$ cat src/rtl/limit_tick_shifter.sv
// limit_tick_shifter
//
// Consumer side of the constant-select mux. A free-running counter wraps
// whenever it reaches the selected period constant. Each wrap produces a
// one-cycle tick and advances an LED pattern register.
//
// Parameters
//   DATA_WIDTH : width of the limit constant and of the counter (matches mux)
//   N_LEDS     : width of the LED pattern, must be at least 2
//
// Ports
//   i_clk    : system clock, every state update happens on its rising edge
//   i_reset  : asynchronous active-high reset, released on the next edge
//   i_enable : count enable; low freezes counter and pattern, forces tick low
//   i_limit  : terminal count, sampled every cycle
//   i_mode   : pattern mode (00 rotate left, 01 rotate right,
//              10 ping-pong, 11 flash)
//   o_tick   : registered one-cycle pulse at each terminal count
//   o_leds   : registered LED pattern, updated on the same edge as o_tick
//   o_count  : current counter value
module limit_tick_shifter #(
  parameter int DATA_WIDTH = 32,
  parameter int N_LEDS     = 4
) (
  input  logic                  i_clk,
  input  logic                  i_reset,
  input  logic                  i_enable,
  input  logic [DATA_WIDTH-1:0] i_limit,
  input  logic [1:0]            i_mode,
  output logic                  o_tick,
  output logic [N_LEDS-1:0]     o_leds,
  output logic [DATA_WIDTH-1:0] o_count
);

  typedef enum logic [1:0] {
    MODE_ROT_LEFT  = 2'b00,
    MODE_ROT_RIGHT = 2'b01,
    MODE_PING_PONG = 2'b10,
    MODE_FLASH     = 2'b11
  } mode_e;

  // Ping-pong travel direction. "Left" moves the lit LED towards the MSB.
  typedef enum logic {
    DIR_LEFT  = 1'b0,
    DIR_RIGHT = 1'b1
  } dir_e;

  localparam logic [N_LEDS-1:0]     LED_HOME  = {{(N_LEDS-1){1'b0}}, 1'b1};
  localparam logic [DATA_WIDTH-1:0] COUNT_ONE = {{(DATA_WIDTH-1){1'b0}}, 1'b1};

  logic [DATA_WIDTH-1:0] count_q, count_d;
  logic                  tick_q, tick_d;
  logic [N_LEDS-1:0]     leds_q, leds_d;
  dir_e                  dir_q, dir_d;

  mode_e                 mode;
  logic                  atLimit;
  logic                  isOneHot;
  logic [N_LEDS-1:0]     nextLeds;
  dir_e                  nextDir;
  logic                  goRight;

  assign mode = mode_e'(i_mode);

  // Greater-or-equal rather than equal, so a limit lowered below the current
  // count wraps immediately instead of running all the way round.
  assign atLimit = (count_q >= i_limit);

  // Exactly one bit set: non-zero and clearing the lowest set bit gives zero.
  assign isOneHot = (leds_q != '0) && ((leds_q & (leds_q - LED_HOME)) == '0);

  // Pattern that would be loaded if a tick happened this cycle. The shifting
  // modes cannot make progress from an all-zero or all-one pattern (left
  // behind by flash mode), so those restart from the LSB heading left.
  always_comb begin
    nextLeds = leds_q;
    nextDir  = dir_q;
    goRight  = 1'b0;
    case (mode)
      MODE_FLASH: begin
        nextLeds = (leds_q == '1) ? '0 : '1;
      end
      MODE_ROT_LEFT: begin
        if (!isOneHot) begin
          nextLeds = LED_HOME;
          nextDir  = DIR_LEFT;
        end else begin
          nextLeds = {leds_q[N_LEDS-2:0], leds_q[N_LEDS-1]};
        end
      end
      MODE_ROT_RIGHT: begin
        if (!isOneHot) begin
          nextLeds = LED_HOME;
          nextDir  = DIR_LEFT;
        end else begin
          nextLeds = {leds_q[0], leds_q[N_LEDS-1:1]};
        end
      end
      default: begin
        if (!isOneHot) begin
          nextLeds = LED_HOME;
          nextDir  = DIR_LEFT;
        end else begin
          // An LED already sitting on an end can only move inwards; this
          // matters when ping-pong is entered from a rotate mode with the
          // stored direction pointing off the edge.
          if (leds_q[N_LEDS-1]) begin
            goRight = 1'b1;
          end else if (leds_q[0]) begin
            goRight = 1'b0;
          end else begin
            goRight = (dir_q == DIR_RIGHT);
          end
          nextLeds = goRight ? (leds_q >> 1) : (leds_q << 1);
          // Turning around as soon as an end is reached means the end LED
          // is shown for exactly one tick.
          if (nextLeds[N_LEDS-1]) begin
            nextDir = DIR_RIGHT;
          end else if (nextLeds[0]) begin
            nextDir = DIR_LEFT;
          end else begin
            nextDir = goRight ? DIR_RIGHT : DIR_LEFT;
          end
        end
      end
    endcase
  end

  // Counter and tick next-state. The pattern and direction only move on the
  // tick edge, so o_tick and the new o_leds appear together.
  always_comb begin
    count_d = count_q;
    tick_d  = 1'b0;
    leds_d  = leds_q;
    dir_d   = dir_q;
    if (i_enable) begin
      if (atLimit) begin
        count_d = '0;
        tick_d  = 1'b1;
        leds_d  = nextLeds;
        dir_d   = nextDir;
      end else begin
        count_d = count_q + COUNT_ONE;
      end
    end
  end

  // State registers; reset takes priority over any tick on the same edge.
  always_ff @(posedge i_clk or posedge i_reset) begin
    if (i_reset) begin
      count_q <= '0;
      tick_q  <= 1'b0;
      leds_q  <= LED_HOME;
      dir_q   <= DIR_LEFT;
    end else begin
      count_q <= count_d;
      tick_q  <= tick_d;
      leds_q  <= leds_d;
      dir_q   <= dir_d;
    end
  end

  assign o_tick  = tick_q;
  assign o_leds  = leds_q;
  assign o_count = count_q;

endmodule

$ cat config.mk
export PLATFORM = sky130hd
export DESIGN_NAME = limit_tick_shifter
export DESIGN_NICKNAME = d
export VERILOG_FILES = /design/src/rtl/limit_tick_shifter.sv
export SDC_FILE = /design/constraint.sdc
export NUM_CORES = 1
export LEC_CHECK = 0
export ABC_AREA = 0
export CORE_ASPECT_RATIO = 1.1
export CORE_UTILIZATION = 54
export DETAILED_ROUTE_END_ITERATION = 12
export PLACE_DENSITY = 0.85
export SLEW_MARGIN = 20
export SYNTH_ARGS = -nofsm -noshare
export SYNTH_HDL_FRONTEND = slang
export SYNTH_SLANG_ARGS = --single-unit
$ cat constraint.sdc
create_clock -name i_clk -period 4.2 [get_ports i_clk]
set_input_delay 0.42 -clock i_clk [delete_from_list [all_inputs] [get_ports i_clk]]
set_output_delay 0.42 -clock i_clk [all_outputs]
set_load 0.01 [all_outputs]
==> results of run 1 <==
-- flip-flops by register name (all words and copies together) (netlist names) --
register / count
o_count: 32
o_leds: 4
dir_q: 1
o_tick: 1
-- area by class of cell --
cell class                 count  area [sq um]  area share [%]
multi-input combinational    263          1830            47.4
tap                           75          93.8            2.44
sequential                    38           952            24.7
clock buffer                   7          86.3            2.24
inverter                      38           143            3.70
timing repair buffer          75           746            19.4
clock inverter                 1          5.00           0.130
-- cell usage after synthesis (2+ instances only) --
master,count
o22ai_1,3
a31oi_1,4
or3_1,2
nor4b_1,2
o2bb2ai_1,2
inv_1,38
xnor2_1,7
dfrtp_1,37
or2_2,2
nand2b_1,2
ha_1,33
o21ai_0,11
mux2_2,3
nand2_1,36
nor4_1,3
clkbuf_8,2
clkbuf_1,6
a22o_1,5
nor2b_1,6
xor2_1,18
nand3_1,13
a31o_2,2
nor3_1,4
o31ai_1,4
nand4_1,8
and3_1,8
nor2_1,46
mux2_4,3
nor4_4,2
a21oi_1,17
-- worst paths after layout --
| kind | startpoint | end | slack, ns |
|---|---|---|---|
| worst max-delay path | i_limit[27] | o_leds[3]$_DFFE_PP0P_ | 1.42 |
| worst min-delay path | i_reset | o_count[0]$_DFFE_PP0P_ | 0.54 |
| worst max register to register | o_count[9]$_DFFE_PP0P_ | o_leds[3]$_DFFE_PP0P_ | 1.57 |
| worst min register to register | o_count[26]$_DFFE_PP0P_ | o_count[26]$_DFFE_PP0P_ | 0.60 |
| max in group asynchronous | i_reset | o_leds[0]$_DFFE_PP1P_ | 3.30 |
| min in group i_clk | o_count[26]$_DFFE_PP0P_ | o_count[26]$_DFFE_PP0P_ | 0.60 |
-- worst max-delay path, delay by kind of cell --
kind                       cells  cell delay [ns]
buffers and inverters          2             0.49
AOI/OAI and AO/OA              2             0.55
muxes                          1             0.38
adders and majority gates      1             0.30
and+or+nand+nor                3             0.81
-- through the flow --
step	power [mW]	util (%)	hold slack (ns)
floorplan	0.603	-	0.525
global placement	0.735	70.2	0.565
detailed placement	0.744	70.2	0.578
CTS	1.01	71.9	0.556
global route	1.06	71.9	0.610
finish	1.00	71.9	0.540
-- cells by family after synthesis --
logic type	count (synthesis)
buf+inv	48
xor+xnor	25
compound gates	60
flops	38
fa+ha+maj	33
simple gates	138
mux	7
-- routing by layer --
layer  wire, um  GRT usage [%]
met4        102           7.65
met3        334           3.91
met1       3020           31.7
met2       3540           44.3
met5          0              0
-- power by group through the flow --
stage / Sequential (mW) / Clock, mW / Combinational (mW)
3_5_place_dp: 0.452 / 0 / 0.293
6_report: 0.446 / 0.261 / 0.292
5_1_grt: 0.453 / 0.281 / 0.325
2_1_floorplan: 0.455 / 0 / 0.149
4_1_cts: 0.446 / 0.265 / 0.295
3_3_place_gp: 0.450 / 0 / 0.284
==> flow_summary.json, run 1 <==
{
  "antenna_found_initial": 0,
  "finalHoldViolations": 0,
  "synth_area_leader_cell": "dfrtp_1",
  "fmax_mhz": 360,
  "setup_violations": 0,
  "max-vdd-ir-drop_mv": 0.196,
  "cp_max_fo": 15,
  "grt_first_pass_wirelength_um": 11400,
  "area_growth_pct": 28.8,
  "worst_slew_pin_slew_ns": 0.488,
  "fillCellCount": 425,
  "dieWidth_um": 73.0,
  "cts_made_buffers": 5,
  "drt-initial-drc-count": 125,
  "synth_ff_type": "dfrtp_1",
  "cp-end-kind": "flop",
  "cts_tree": "built",
  "rows": 28,
  "fin_crit_ns": 2.78,
  "portBuffers": 73,
  "wl_per_cell_um": 14.1,
  "synth_top_cell_area_share_pct": 31.0,
  "dp_cells": 489,
  "place_area_sq_um": 3760,
  "cts_resized": 0,
  "cts_hold_buf": 0,
  "skew_ns": 0.0103,
  "cts_setup_buffers": 0,
  "worst-setup-path-type": "in2reg",
  "grt_pass1_vias": 2538,
  "synth_mux_area_share_pct": 2.97,
  "place_hpwl_um": 5420,
  "firstDrtPassIters": 4,
  "min-delay-path-class": "in2async",
  "cts-htree-levels": 2,
  "tns_ns": 0,
  "viasPerCell": 5.44,
  "cts_sinks": 38,
  "cts.clk_slew.worst_paths_ns": 0.08,
  "swShare_pct": 31.0,
  "place_congestion": 0.875,
  "worstSetupStartpointType": "primary input",
  "synth_area_per_cell_sq_um": 8.57,
  "async_flop_share_pct": 100,
  "final_cells": 497,
  "max-slew-margin-rel_pct": 67.5,
  "timing.final.max_slew_violations": 0,
  "clk_latency_ns": 0.30,
  "mappedNetlistNets": 419,
  "initial_core_util_pct": 55.8,
  "die_h_um": 80.0,
  "final_cell_mix": "clkdlybuf4s50_1 (73), nor2_1 (46), inv_1 (38)",
  "power_density_nw_per_um2": 259,
  "n_antenna_cell": 0,
  "post-place-ws_ns": 1.10,
  "synth_compound_gate_area_share_pct": 14.1,
  "pwr-share-comb_pct": 29.2,
  "switchingPower_mw": 0.310,
  "vias": 2706,
  "worstRegToRegCells": 7,
  "synth_edf_count": 0,
  "rsz0062_at_grt": "false",
  "die_area_sq_um": 5840,
  "gr-total-overflow": 0,
  "arrival_ns": 2.96,
  "drive_above_1_share_pct": 6.64,
  "synth_top_family_by_area": "simple AND/OR/NAND/NOR gates",
  "clockBufferDepth": 2,
  "yosys.area_share.simple_pct": 22.9,
  "ant_nets": 0,
  "routed_wl_um": 6990,
  "seq_area_frac_synth_pct": 31.8,
  "grtUsageTotal_pct": 25.2,
  "synthesis.area_sq_um": 2990,
  "period_share_pct": 66.2,
  "clock_power_share_pct": 26.1,
  "fin_area_sq_um": 3850,
  "synth-warning-count": 0,
  "synth-xor-area-share_pct": 7.32,
  "drv_cap": 0,
  "drc": 0,
  "status": "complete, no violations",
  "cts-root-buf": "clkbuf_8",
  "final_nets": 491,
  "p_seq_share_pct": 44.6,
  "synth_area_leaders": "dfrtp_1 (31%), ha_1 (14%), nor2_1 (5.8%)",
  "intPower_mw": 0.690,
  "synth_cells": 349,
  "grt_max_degree": 39,
  "cp_slowest_cell": "clkdlybuf4s50_1",
  "ys_seq_elements": 38,
  "critPathMaxStageDelay_ns": 0.45,
  "required_ns": 4.38,
  "synthAdderAreaFrac_pct": 13.8,
  "core-area_sq_um": 5360,
  "ys_types": 50,
  "cp_cell_sequence": "clkdlybuf4s50_1 > inv_1 > ha_1 > nand4_1 > nor4_1 > a21oi_1 > and3_1 > a21oi_4 > mux2_2",
  "leakage_nw": 1.83,
  "io_pins": 74,
  "worst_slack_ns": 1.42,
  "final_common_cell": "clkdlybuf4s50_1"
}
(Power assumes the default switching activity.)
==> run 2: changes to the inputs <==
--- a/config.mk
+++ b/config.mk
@@ -7,9 +7,9 @@
 export LEC_CHECK = 0
 export ABC_AREA = 0
 export CORE_ASPECT_RATIO = 1.1
-export CORE_UTILIZATION = 54
+export CORE_UTILIZATION = 50
 export DETAILED_ROUTE_END_ITERATION = 12
-export PLACE_DENSITY = 0.85
+export PLACE_DENSITY = 0.8
 export SLEW_MARGIN = 20
 export SYNTH_ARGS = -nofsm -noshare
 export SYNTH_HDL_FRONTEND = slang
==> constraint.sdc (replaced) <==
create_clock -name i_clk -period 2.9 [get_ports i_clk]
set_input_delay 0.29 -clock i_clk [delete_from_list [all_inputs] [get_ports i_clk]]
set_output_delay 0.29 -clock i_clk [all_outputs]
set_load 0.01 [all_outputs]
==> run 2 against run 1 <==
Clock skew down 0.0018 ns; via count up 1.2%; sequential power up 45%; critical path depth up 1; clock-buffer cell count down 2; register-to-register slack worse by 1.2 ns; sequential share of layout area down 0.41 points; critical path type unchanged; largest power group unchanged.
==> flow_summary.json, run 2 (synthesized netlist as in run 1, its figures left out) <==
{
  "holdWs_ns": 0.406,
  "max-slew-margin-rel_pct": 51.6,
  "leakage_nw": 1.87,
  "final_cells": 505,
  "rows": 29,
  "grt_max_degree": 25,
  "min-delay-path-class": "in2async",
  "cp-startpoint": "i_limit[13]",
  "clk_latency_ns": 0.30,
  "finish.utilization_pct": 67.9,
  "dp_cells": 497,
  "initial_core_util_pct": 51.8,
  "grt_first_pass_wirelength_um": 11600,
  "die_area_sq_um": 6290,
  "setup_violations": 0,
  "vias": 2739,
  "ant_nets": 0,
  "skew_ns": 0.00850,
  "cts_tree": "built",
  "finalHoldViolations": 0,
  "post-place-ws_ns": -0.0172,
  "fmax_mhz": 387,
  "place_hpwl_um": 5550,
  "drive_above_1_share_pct": 8.18,
  "place_congestion": 0.905,
  "cts-root-buf": "clkbuf_8",
  "final_nets": 497,
  "portBuffers": 73,
  "drc": 0,
  "cts_resized": 0,
  "core-area_sq_um": 5770,
  "area_growth_pct": 31.0,
  "routed_wl_um": 6970,
  "arrival_ns": 2.75,
  "cts_hold_buf": 0,
  "n_antenna_cell": 0,
  "worst-setup-path-type": "in2reg",
  "cts.clk_slew.worst_paths_ns": 0.08,
  "grtUsageTotal_pct": 24.3,
  "firstDrtPassIters": 5,
  "cts_sinks": 38,
  "tns_ns": 0,
  "fin_crit_ns": 2.58,
  "max-vdd-ir-drop_mv": 0.272,
  "worstRegToRegCells": 8,
  "fillCellCount": 468,
  "drv_cap": 0,
  "cts_made_buffers": 5,
  "worst_slew_pin_slew_ns": 0.725,
  "p_seq_share_pct": 42.6,
  "period_share_pct": 89.0,
  "pwr-share-comb_pct": 28.0,
  "intPower_mw": 1.06,
  "swShare_pct": 29.9,
  "final_cell_mix": "clkdlybuf4s50_1 (73), nor2_1 (46), inv_1 (38)",
  "cts-htree-levels": 2,
  "antenna_found_initial": 0,
  "cp_cell_sequence": "clkdlybuf4s50_1 > inv_1 > ha_1 > nand4_1 > nor4_1 > a32oi_2 > a21o_4 > a21oi_4 > buf_4 > nor2_1",
  "timing.rr.start": "o_count[14]$_DFFE_PP0P_",
  "grt_pass1_vias": 2620,
  "cts_setup_buffers": 0,
  "rsz0062_at_grt": "false",
  "switchingPower_mw": 0.453,
  "io_pins": 74,
  "final_common_cell": "clkdlybuf4s50_1",
  "status": "complete, no violations",
  "clockBufferDepth": 2,
  "cp-end-kind": "flop",
  "wl_per_cell_um": 13.8,
  "largest_reg_flops": 32,
  "worst_slack_ns": 0.319,
  "drt-initial-drc-count": 153,
  "rrSetupSlack_ns": 0.34,
  "viasPerCell": 5.42,
  "die_h_um": 83.1,
  "power_density_nw_per_um2": 387,
  "cp_max_fo": 24,
  "dieWidth_um": 75.7,
  "cp_slowest_cell": "clkdlybuf4s50_1",
  "clock_power_share_pct": 29.3,
  "gr-total-overflow": 0,
  "timing.final.max_slew_violations": 0,
  "worstSetupStartpointType": "primary input",
  "critPathMaxStageDelay_ns": 0.46,
  "reg2reg_to": "o_count[17]$_DFFE_PP0P_",
  "required_ns": 3.07
}
==> run 2: worst max-delay path by stage <==
| stage | to | cells past startpoint | slack, ns |
|---|---|---|---|
| floorplan | o_leds[1]$_DFFE_PP0P_ | 9 | 0.56 |
| global placement | o_count[7]$_DFFE_PP0P_ | 10 | 0.08 |
| detailed placement | o_count[17]$_DFFE_PP0P_ | 10 | -0.02 |
| CTS | o_count[17]$_DFFE_PP0P_ | 10 | 0.32 |
| global route | o_count[17]$_DFFE_PP0P_ | 10 | 0.13 |
| finish | o_count[17]$_DFFE_PP0P_ | 10 | 0.32 |
==> run 2: final cells by class <==
cell class	count	area (sq um)	area share, %
Multi-Input combinational cell	263	1830	46.6
Sequential cell	38	952	24.3
Clock inverter	3	40.0	1.02
Inverter	38	143	3.64
Timing Repair Buffer	81	791	20.2
Clock buffer	5	68.8	1.76
Tap cell	77	96.3	2.46
==> run 2: worst max-delay path, delay by kind of cell <==
family / cells / cell delay [ns]
AND/OR/NAND/NOR: 3 / 0.60
buffers and inverters: 3 / 0.82
AO/OA/AOI/OAI: 3 / 0.74
adder cells (fa/ha/maj): 1 / 0.31
==> run 2: metal layers <==
layer  up-vias  global-route usage (%)  part of all wire (%)
met5         -                       0                     0
met4         0                    9.43                   3.0
met3        20                    4.37                   4.7
met2        85                    40.7                    50
met1      1269                    30.4                    43
li1       1365                       -                     -
==> run 2: stage by stage <==
step | cell area, sq um | total power, mW
after floorplan | 2990 | 0.874
after global placement | 3810 | 1.07
after detailed placement | 3810 | 1.08
after CTS | 3920 | 1.53
after global routing | 3920 | 1.61
final | 3920 | 1.52
==> run 2: power groups by stage <==
stage	combinational (mW)	sequential, mW	clock, mW
floorplan	0.215	0.658	0
global placement	0.415	0.654	0
detailed placement	0.428	0.656	0
CTS	0.431	0.646	0.450
global route	0.477	0.657	0.480
finish	0.425	0.646	0.445
